## src/rtl/alu_arbiter_pkg.sv

```systemverilog
// ---------------------------------------------------------------------------
// alu_arbiter_pkg : LC-3b ALU types shared by the arbiter and its selector
// Rev 1.0 - initial release
// ---------------------------------------------------------------------------
`default_nettype none

package alu_arbiter_pkg;

  typedef logic [15:0] lc3b_word;

  typedef enum logic [3:0] {
    alu_add,
    alu_and,
    alu_not,
    alu_pass,
    alu_sll,
    alu_srl,
    alu_sra
  } lc3b_aluop;

  typedef enum logic {
    port0,
    port1
  } lc3b_alu_port;

  typedef struct packed {
    lc3b_aluop aluop;
    lc3b_word  a;
    lc3b_word  b;
    logic      lock;
  } lc3b_alu_req;

  function automatic lc3b_alu_port other_port(input lc3b_alu_port p);
    return (p == port0) ? port1 : port0;
  endfunction

endpackage

`default_nettype wire

```

## src/rtl/alu_arbiter_pick.sv

```systemverilog
// ---------------------------------------------------------------------------
// alu_arb_pick : combinational winner select (lock owner, sole valid, tie-break)
// Tie-break is round-robin when ALU_ARB_RR_EN is defined, else port 0 wins.
// Rev 1.0 - initial release
// ---------------------------------------------------------------------------
`default_nettype none

module alu_arb_pick
  import alu_arbiter_pkg::*;
#(
  parameter int MAX_LOCK = 4,
  parameter int CNT_W    = $clog2(MAX_LOCK + 1)
) (
  input  logic             valid0,
  input  logic             valid1,
  input  logic             owner_valid,
  input  lc3b_alu_port     owner,
  input  logic [CNT_W-1:0] lock_cnt,
  input  lc3b_alu_port     last_grant,
  output logic             grant,
  output lc3b_alu_port     grant_port
);

  logic owner_req;
  logic other_req;

  assign owner_req = owner_valid && ((owner == port0) ? valid0 : valid1);
  assign other_req = (owner == port0) ? valid1 : valid0;

  always_comb begin
    grant      = 1'b0;
    grant_port = port0;
    if (owner_req) begin
      grant      = 1'b1;
      // A saturated burst yields to a waiting peer.
      grant_port = (lock_cnt == CNT_W'(MAX_LOCK) && other_req) ? other_port(owner) : owner;
    end else if (valid0 && valid1) begin
      grant = 1'b1;
`ifdef ALU_ARB_RR_EN
      grant_port = other_port(last_grant);
`else
      grant_port = port0;
`endif
    end else if (valid0) begin
      grant      = 1'b1;
      grant_port = port0;
    end else if (valid1) begin
      grant      = 1'b1;
      grant_port = port1;
    end
  end

`ifndef ALU_ARB_RR_EN
  logic unused_last_grant;
  assign unused_last_grant = last_grant;
`endif

endmodule

`default_nettype wire

```

## src/rtl/alu_arbiter.sv

```systemverilog
// ---------------------------------------------------------------------------
// alu_arbiter : shares one LC-3b ALU between two requesters, 1-cycle latency
// Optional round-robin tie-break via ALU_ARB_RR_EN.  Rev 1.0 - initial release
// ---------------------------------------------------------------------------
`default_nettype none

module alu_arbiter
  import alu_arbiter_pkg::*;
#(
  parameter int MAX_LOCK = 4,
  parameter int CNT_W    = $clog2(MAX_LOCK + 1)
) (
  input  logic      clk,
  input  logic      rst,
  input  logic      req0_valid,
  input  lc3b_aluop req0_aluop,
  input  lc3b_word  req0_a,
  input  lc3b_word  req0_b,
  input  logic      req0_lock,
  output logic      req0_ready,
  input  logic      req1_valid,
  input  lc3b_aluop req1_aluop,
  input  lc3b_word  req1_a,
  input  lc3b_word  req1_b,
  input  logic      req1_lock,
  output logic      req1_ready,
  output lc3b_aluop alu_aluop,
  output lc3b_word  alu_a,
  output lc3b_word  alu_b,
  input  lc3b_word  alu_f,
  output logic      resp0_valid,
  output logic      resp1_valid,
  output lc3b_word  resp_f
);

  lc3b_alu_req      req0;
  lc3b_alu_req      req1;
  lc3b_alu_req      win;
  logic             grant;
  lc3b_alu_port     grant_port;
  logic             owner_valid;
  lc3b_alu_port     owner;
  logic [CNT_W-1:0] lock_cnt;
  logic [CNT_W-1:0] lock_cnt_next;
  lc3b_alu_port     last_grant;

  assign req0 = '{aluop: req0_aluop, a: req0_a, b: req0_b, lock: req0_lock};
  assign req1 = '{aluop: req1_aluop, a: req1_a, b: req1_b, lock: req1_lock};

  alu_arb_pick #(
    .MAX_LOCK (MAX_LOCK),
    .CNT_W    (CNT_W)
  ) u_pick (
    .valid0      (req0_valid),
    .valid1      (req1_valid),
    .owner_valid (owner_valid),
    .owner       (owner),
    .lock_cnt    (lock_cnt),
    .last_grant  (last_grant),
    .grant       (grant),
    .grant_port  (grant_port)
  );

  assign win        = (grant_port == port1) ? req1 : req0;
  assign req0_ready = grant && (grant_port == port0);
  assign req1_ready = grant && (grant_port == port1);

  always_comb begin
    alu_aluop = alu_pass;
    alu_a     = '0;
    alu_b     = '0;
    if (grant) begin
      alu_aluop = win.aluop;
      alu_a     = win.a;
      alu_b     = win.b;
    end
  end

  // lock_cnt == 0 marks an idle previous cycle, so last_grant is only trusted when non-zero.
  always_comb begin
    lock_cnt_next = '0;
    if (grant) begin
      if (lock_cnt != '0 && grant_port == last_grant) begin
        lock_cnt_next = (lock_cnt == CNT_W'(MAX_LOCK)) ? lock_cnt : lock_cnt + CNT_W'(1);
      end else begin
        lock_cnt_next = CNT_W'(1);
      end
    end
  end

  always_ff @(posedge clk) begin
    if (rst) begin
      resp0_valid <= 1'b0;
      resp1_valid <= 1'b0;
      resp_f      <= '0;
      owner_valid <= 1'b0;
      owner       <= port0;
      lock_cnt    <= '0;
      last_grant  <= port1;
    end else begin
      resp0_valid <= req0_ready;
      resp1_valid <= req1_ready;
      lock_cnt    <= lock_cnt_next;
      owner_valid <= grant && win.lock;
      if (grant) begin
        resp_f     <= alu_f;
        owner      <= grant_port;
        last_grant <= grant_port;
      end
    end
  end

endmodule

`default_nettype wire

```

## config.mk

```make
export PLATFORM = sky130hd
export DESIGN_NAME = alu_arbiter
export DESIGN_NICKNAME = d
export VERILOG_FILES = /design/src/rtl/alu_arbiter_pkg.sv /design/src/rtl/alu_arbiter_pick.sv /design/src/rtl/alu_arbiter.sv
export SDC_FILE = /design/constraint.sdc
export NUM_CORES = 1
export LEC_CHECK = 0
export ABC_AREA = 1
export CORE_ASPECT_RATIO = 0.75
export CORE_MARGIN = 2
export CORE_UTILIZATION = 28
export DETAILED_ROUTE_END_ITERATION = 7
export GPL_TIMING_DRIVEN = 0
export PLACE_DENSITY = 0.76
export SYNTH_ARGS = -nofsm -noshare
export SYNTH_HDL_FRONTEND = slang
export SYNTH_SLANG_ARGS = --single-unit
```

## constraint.sdc

```tcl
create_clock -name clk -period 1.9 [get_ports clk]
set_input_delay 0.38 -clock clk [delete_from_list [all_inputs] [get_ports clk]]
set_output_delay 0.38 -clock clk [all_outputs]
set_load 0.02 [all_outputs]
```

# Yosys cells after proc, flatten, opt, wreduce, memory -nomap -nowiden
# Index checks and enable logic that the tools add are counted.
# totals
word_cells	42
out_inout_bits	56
regBits	24
# classes
n_eq_ne	3
n_addsub	1
reduce_logical	10
n_mux	17
bitwise	3
# op_table
op	n
two-way mux 37 bit	1
two-way mux 16 bit	2
two-way mux 1 bit	13
logical AND 1 bit	7
two-way mux 4 bit	1
adder 3 x 1 -> 3 bit (second input constant)	1
== test 3 bit (second input constant)	1
NOT 1 bit	3
nonzero test 3 bit	1
OR reduction 3 bit	1
!= test 2 bit (second input constant)	1
OR reduction 2 bit	1
== test 1 bit	1

# Longest topological paths before layout
# Gate-level depths: netlist of the first run.
# depth
ltp_word	8
ltp_mapped	12

# Cells and area by module
# A second synthesis of the first run with hierarchy kept.
# unflattened
hier_cells	246
hier_area_um2	1465.2
# by_module_without_submodules
module	cells_per_inst	n_inst	area_per_inst_um2	seq_area_each_um2
alu_arbiter	230	1	1390.1	480.5
alu_arb_pick	16	1	75.1	0.0

# Worst setup path after synthesis of the first run
# Ideal clock, no wire load.
# synth_timing
path_type	reg2out
startpoint	reg lock_cnt[0]
endpoint	out alu_b[10]
stages_incl_launch_ff	13
t_arrival_ps	1481
n_path_buf	1
t_required_ps	1520
slack_ps	39
path_cell_list	dfxtp_1 -> inv_1 -> ha_1 -> nand2_2 -> nand2_1 -> nand3_1 -> nand2_2 -> nand2_4 -> nand2_4 -> inv_4 -> buf_6 -> nand2_1 -> nand2_1
# synth_via
elab_chain_len	6
# synth_lines
item	line	text
start: declaration	alu_arbiter.sv:43	logic [CNT_W-1:0] lock_cnt;
start signal: assignment	alu_arbiter.sv:103	lock_cnt <= lock_cnt_next;
== test 3 bit	alu_arbiter_pick.sv:36	grant_port = (lock_cnt == CNT_W'(MAX_LOCK) && other_req) ? other_port(owner) : owner;
logical AND 1 bit	alu_arbiter_pick.sv:36	
two-way mux 1 bit	alu_arbiter_pick.sv:36	
two-way mux 1 bit	alu_arbiter_pick.sv:33	if (owner_req) begin
two-way mux 37 bit	alu_arbiter.sv:64	assign win = (grant_port == port1) ? req1 : req0;
two-way mux 16 bit	alu_arbiter.sv:72	if (grant) begin
end: declaration	alu_arbiter.sv:29	output lc3b_word alu_b,
# Every way passes these cells.

# Worst setup path after layout of the first run
# layout_timing
startpoint	reg lock_cnt[0]
endpoint	out alu_b[0]
# The elaborated chain is that of the path after synthesis.

==> impl_metrics.ini, run 1 <==
[critical_path]
path_class = reg -> out
rr_worst_depth = 12
critPathCaptureType = output port
worstPathMaxFanout = 6
cp-start-kind = flip-flop
cp.required_ps = 1520
rrSetupSlack_ps = 520
critical_path_arrival_ps = 1830

[synthesis]
synth_fa_ha_area_share_pct = 1.79
synth-edff-count = 0
netlist.area_leader.share_pct = 34.3
yosysUniqueCellTypes = 18
yosysTopAreaCell = dfxtp_1
yosysSeqAreaShare_pct = 34.3
synth_xor_area_share_pct = 0
synthFlopType = dfxtp_1
synth_top_family_by_area = simple AND/OR/NAND/NOR gates
avgSynthCellArea_um2 = 5.96
synth-compound-area-share_pct = 8.58
synth_common_cells = nand2_1, nor2_1, dfxtp_1, o21ai_0, inv_1
synth_area_leaders = dfxtp_1, nand2_1, nor2_1, o21ai_0, buf_4
synthCells = 235
syn_nets = 331
yosys_warnings = 0
synth-async-reset-ratio_pct = 0
muxShareOfSynthArea_pct = 0
netlist_area_mm2 = 0.00140
synth.ff_latch_count = 24
synthSimpleGateAreaFrac_pct = 45.8
yosysMostFrequentCell = nand2_1

[clock_network]
clock_path_buffers = 2
tritoncts = yes
clockRootBuffer = clkbuf_8
htree_levels = 1
clkSinkCount = 24
numCtsBuffers = 3
clock_latency_ps = 260
cts.clk_slew.worst_paths_ps = 90

[job]
cap_violations = 0

[grt]
grt_pass1_wl_um = 8690
antenna_found_initial = 0
grt_max_degree = 15
gr-total-overflow = 0
grt_pass1_vias = 1800
grt_usage_pct = 19.3

[routing]
drt-initial-drc-count = 62
vias = 2025
drt-vias-per-instance = 4.39
wl_um = 5830
routedWlPerCell_um = 12.7
first_pass_iters = 4
ant_nets = 0
drc = 0

[floorplan]
ios = 150
fp.coreArea_mm2 = 0.00484
initial_core_util_pct = 28.9
rows = 22
die_width_um = 85.7
die_y_um = 65.2
design.die.area_mm2 = 0.00559

[layout]
syn2layout_area_growth_pct = 143
fin_util_pct = 70.1
finalNonFillerCells = 461
fillers = 411
antennaDiodeCount = 0
nets = 498
drive_gt1_share_pct = 31.4

[sta]
tightest_slew_ps = 367
fmax_ghz = 0.453
drv_slew = 0
finalHoldViolCount = 0
relSlewSlack_pct = 75.5
finalCritPeriodShare_pct = 116
final_critical_path_setup_slack_ps = -307
whs_ps = 521
setup_viol = 38
period_minus_slack_ps = 2210
rsz0062_at_grt = yes
finClkSkew_ps = 2.10

[power_and_ir_drop]
power_density_mw_per_mm2 = 543
ir_drop_mv = 0.407
p_leak_uw = 0.00157

[place]
port-buffer-count = 149
post-place-ws_ps = -788
gp_congestion = 0.746
place_hpwl_um = 4200
dp.cells = 444

[status]
outcome = finished, violations left
violations = negative setup slack

[worst_hold_path]
hp-class = reg -> reg
whs_path_depth = 2
## where the power goes
group / leakage [µW] / switching [µW] / internal (µW)
Clock: 0.0000357 / 164 / 282
Combinational: 0.00134 / 381 / 465
Sequential: 0.000200 / 16.5 / 537
## worst paths after layout
check | start | end
worst max-delay path | lock_cnt[0]$_SDFFE_PP0P_ | alu_b[0]
worst max register to register | lock_cnt[0]$_SDFFE_PP0P_ | owner_valid$_SDFF_PP0_
worst min-delay path | resp_f[15]$_SDFFE_PP0N_ | resp_f[15]$_SDFFE_PP0N_
worst min register to register | resp_f[15]$_SDFFE_PP0N_ | resp_f[15]$_SDFFE_PP0N_
## area by class of cell
type                            count  area, µm²  share of cell area [%]
Timing Repair Buffer              161       1640                    48.2
Multi-Input combinational cell    188        961                    28.3
Sequential cell                    24        483                    14.2
Buffer                             10       93.8                    2.76
Tap cell                           60       75.1                    2.21
Inverter                           13       66.3                    1.95
Clock buffer                        3       41.3                    1.22
Clock inverter                      1       30.0                   0.884
Timing Repair inverter              1       8.76                   0.258
## state kept, by name, indices dropped and copies added, names as in the netlist
register,count
resp_f,16
last_grant,1
owner,1
lock_cnt,3
owner_valid,1
resp0_valid,1
resp1_valid,1
## metal layers
layer	part of all wire, %	global-route usage, %	wire (µm)	up-vias
met2	47	31.8	2760	86
met4	1.7	4.76	98	0
met5	0	0	0	-
met1	44	25.4	2550	879
met3	7.3	4.90	423	10
li1	-	-	-	1050
## cell usage in the layout, fill, tap and decap left out, types with 3 or more instances in the layout
cell             synthesis  layout
inv_1                   10       8
nand3_1                  6       4
buf_4                    5      13
nand2_1                111      64
clkdlybuf4s50_1          0     109
inv_2                    1       3
dfxtp_1                 24      22
nor2_1                  41      39
nand2_2                  2      45
o21ai_0                 19      19
buf_6                    3      42
nand2_4                  2       5
clkbuf_8                 0       3
## what timing repair did
item,4_1_cts,5_1_grt
gates cloned,3,1
pin swaps,17,8
buffers inserted,6,3
endpoints found under the setup margin,38,38
hold buffers,0,0
resized for setup,280,21
## per-stage QoR
| stage | TNS (ps) | total power (µW) | instance area [µm²] |
|---|---|---|---|
| 2_1_floorplan | 0 | 864 | 1400 |
| 3_3_place_gp | -27530 | 1280 | 2970 |
| 3_5_place_dp | -27710 | 1290 | 2970 |
| 4_1_cts | -9230 | 1830 | 3290 |
| 5_1_grt | -13560 | 1940 | 3400 |
| 6_report | -9710 | 1850 | 3400 |
## cells by family (layout without fill, tap and decap cells)
| kind of cell | count (synthesis) | after routing |
|---|---|---|
| DFF | 24 | 24 |
| and+or+nand+nor | 163 | 163 |
| adders and majority gates | 2 | 2 |
| AOI/OAI and AO/OA | 23 | 23 |
| buffers and inverters | 23 | 189 |
## worst max-delay path, cell delays in order (launching register included)
cell and delay, ps:
dfxtp_2 330, inv_2 70, ha_4 180, nand2_4 60
nand2_2 70, nand3_2 60, nand2_2 90, nand2_4 100
nand2_8 120, clkinv_8 80, clkbuf_16 150, nand2_1 50
nand2_1 60, buf_6 130
No activity file was read; power rests on OpenSTA's default activity.
==> run 2: changes to the inputs <==
SKIP_LAST_GASP = 1   (was unset)
==> impl_metrics.ini, run 2 (same netlist as run 1, synthesis figures left out) <==
[status]
outcome = finished, violations left
violations = negative setup slack

[power_and_ir_drop]
power_density_mw_per_mm2 = 544
p_leak_uw = 0.00158
ir_drop_mv = 0.407

[critical_path]
timing.rr.start = lock_cnt[0]$_SDFFE_PP0P_
cp_top_family = simple AND/OR/NAND/NOR gates
worstPathMaxFanout = 6
max_stage_delay_ps = 340
cp-start-kind = flip-flop
critical_path_arrival_ps = 1830
critPathCaptureType = output port
slowest_stage = dfxtp_2
worstReg2RegEnd = owner_valid$_SDFF_PP0_
cp.required_ps = 1520
crit_buf_inv = 4
path_class = reg -> out
rr_worst_depth = 12
rrSetupSlack_ps = 520
path_cells = inv_2, ha_4, nand2_4, nand2_2, nand3_2, nand2_2, nand2_4, nand2_8, clkinv_8, clkbuf_16, nand2_1, nand2_1, buf_6

[floorplan]
fp.coreArea_mm2 = 0.00484
ios = 150
initial_core_util_pct = 28.9
rows = 22
die_width_um = 85.7
design.die.area_mm2 = 0.00559
die_y_um = 65.2

[routing]
drt-vias-per-instance = 4.40
routedWlPerCell_um = 12.7
vias = 2029
ant_nets = 0
first_pass_iters = 4
drt-initial-drc-count = 63
wl_um = 5830
drc = 0

[sta]
rsz0062_at_grt = yes
setup_viol = 38
tns_ps = -9830
tightest_slew_ps = 374
final_critical_path_setup_slack_ps = -312
finalHoldViolCount = 0
finalCritPeriodShare_pct = 116
drv_slew = 0
fmax_ghz = 0.452
whs_ps = 521
relSlewSlack_pct = 75.1
finClkSkew_ps = 2.10
period_minus_slack_ps = 2210

[place]
gp_congestion = 0.746
port-buffer-count = 149
placed_area_mm2 = 0.00297
dp.cells = 444
post-place-ws_ps = -788
place_hpwl_um = 4200

[clock_network]
clockRootBuffer = clkbuf_8
clkSinkCount = 24
clock_latency_ps = 260
cts.clk_slew.worst_paths_ps = 90
holdBufCountCts = 0
numCtsBuffers = 3
clock_path_buffers = 2
htree_levels = 1
tritoncts = yes

[grt]
gr-total-overflow = 0
grt_usage_pct = 19.3
antenna_found_initial = 0
grt_pass1_wl_um = 8690
grt_pass1_vias = 1806
grt_max_degree = 15

[layout]
finalNonFillerCells = 461
largest_register_ff_count = 16
multi_input_area_um2 = 943
final_common_cell = clkdlybuf4s50_1
drive_gt1_share_pct = 29.2
nets = 498
fillers = 411
design_area_mm2 = 0.00338
final-seq-area_um2 = 483
reg_top3 = resp_f x16, lock_cnt x3
top_register = resp_f
antennaDiodeCount = 0
syn2layout_area_growth_pct = 142
final_cell_mix = clkdlybuf4s50_1, nand2_1, buf_6, nor2_1, nand2_2

[worst_hold_path]
hp-class = reg -> reg
whs_path_depth = 2
min_to = resp_f[15]$_SDFFE_PP0N_
worstHoldStart = resp_f[15]$_SDFFE_PP0N_

[job]
cap_violations = 0
## run 2: cell counts in the layout (fill, tap and decap cells not counted)
Identical to the previous run, type by type.
## run 2: final cells by class
| type | count | area share (%) |
|---|---|---|
| Inverter | 13 | 1.96 |
| Tap cell | 60 | 2.22 |
| Timing Repair inverter | 1 | 0.259 |
| Buffer | 10 | 2.88 |
| Multi-Input combinational cell | 188 | 27.9 |
| Timing Repair Buffer | 161 | 48.4 |
| Clock inverter | 1 | 0.888 |
| Sequential cell | 24 | 14.3 |
| Clock buffer | 3 | 1.22 |
## run 2: routing by layer
layer | share of wire (%) | track usage, %
met5 | 0 | 0
met4 | 1.5 | 4.76
met3 | 7.1 | 4.90
met2 | 47 | 31.9
met1 | 44 | 25.3
## run 2: how the worst max path moves through the flow
stage / startpoint / to / slack [ps] / cells after the start
after detailed placement: req1_valid / alu_b[11] / -790 / 9
after CTS: lock_cnt[0]$_SDFFE_PP0P_ / alu_b[11] / -270 / 13
after global placement: req1_valid / alu_b[11] / -780 / 9
after floorplan: lock_cnt[0]$_SDFFE_PP0P_ / alu_b[10] / 40 / 12
after global routing: lock_cnt[0]$_SDFFE_PP0P_ / alu_a[11] / -410 / 13
final: lock_cnt[0]$_SDFFE_PP0P_ / alu_b[0] / -310 / 13
## run 2: metrics by stage
stage	utilization [%]	power (µW)
after global placement	61.2	1280
final	69.8	1840
after CTS	67.8	1820
after floorplan	-	864
after detailed placement	61.2	1290
after global routing	69.8	1930
## run 2: where the power goes
| part | internal (µW) | switching, µW |
|---|---|---|
| Clock | 282 | 164 |
| Combinational | 464 | 379 |
| Sequential | 537 | 16.5 |
## run 2: repair_timing
item                       CTS  global route
cloned                       3             1
buffers inserted             6             3
pin swaps                   17             7
gates resized for setup    278            16
setup endpoints to repair   38            38
## run 2: tightest hold or removal path: stages, from the launching register on
cell     delay (ps)
dfxtp_1         330
o21ai_0          90
nor2_1           80
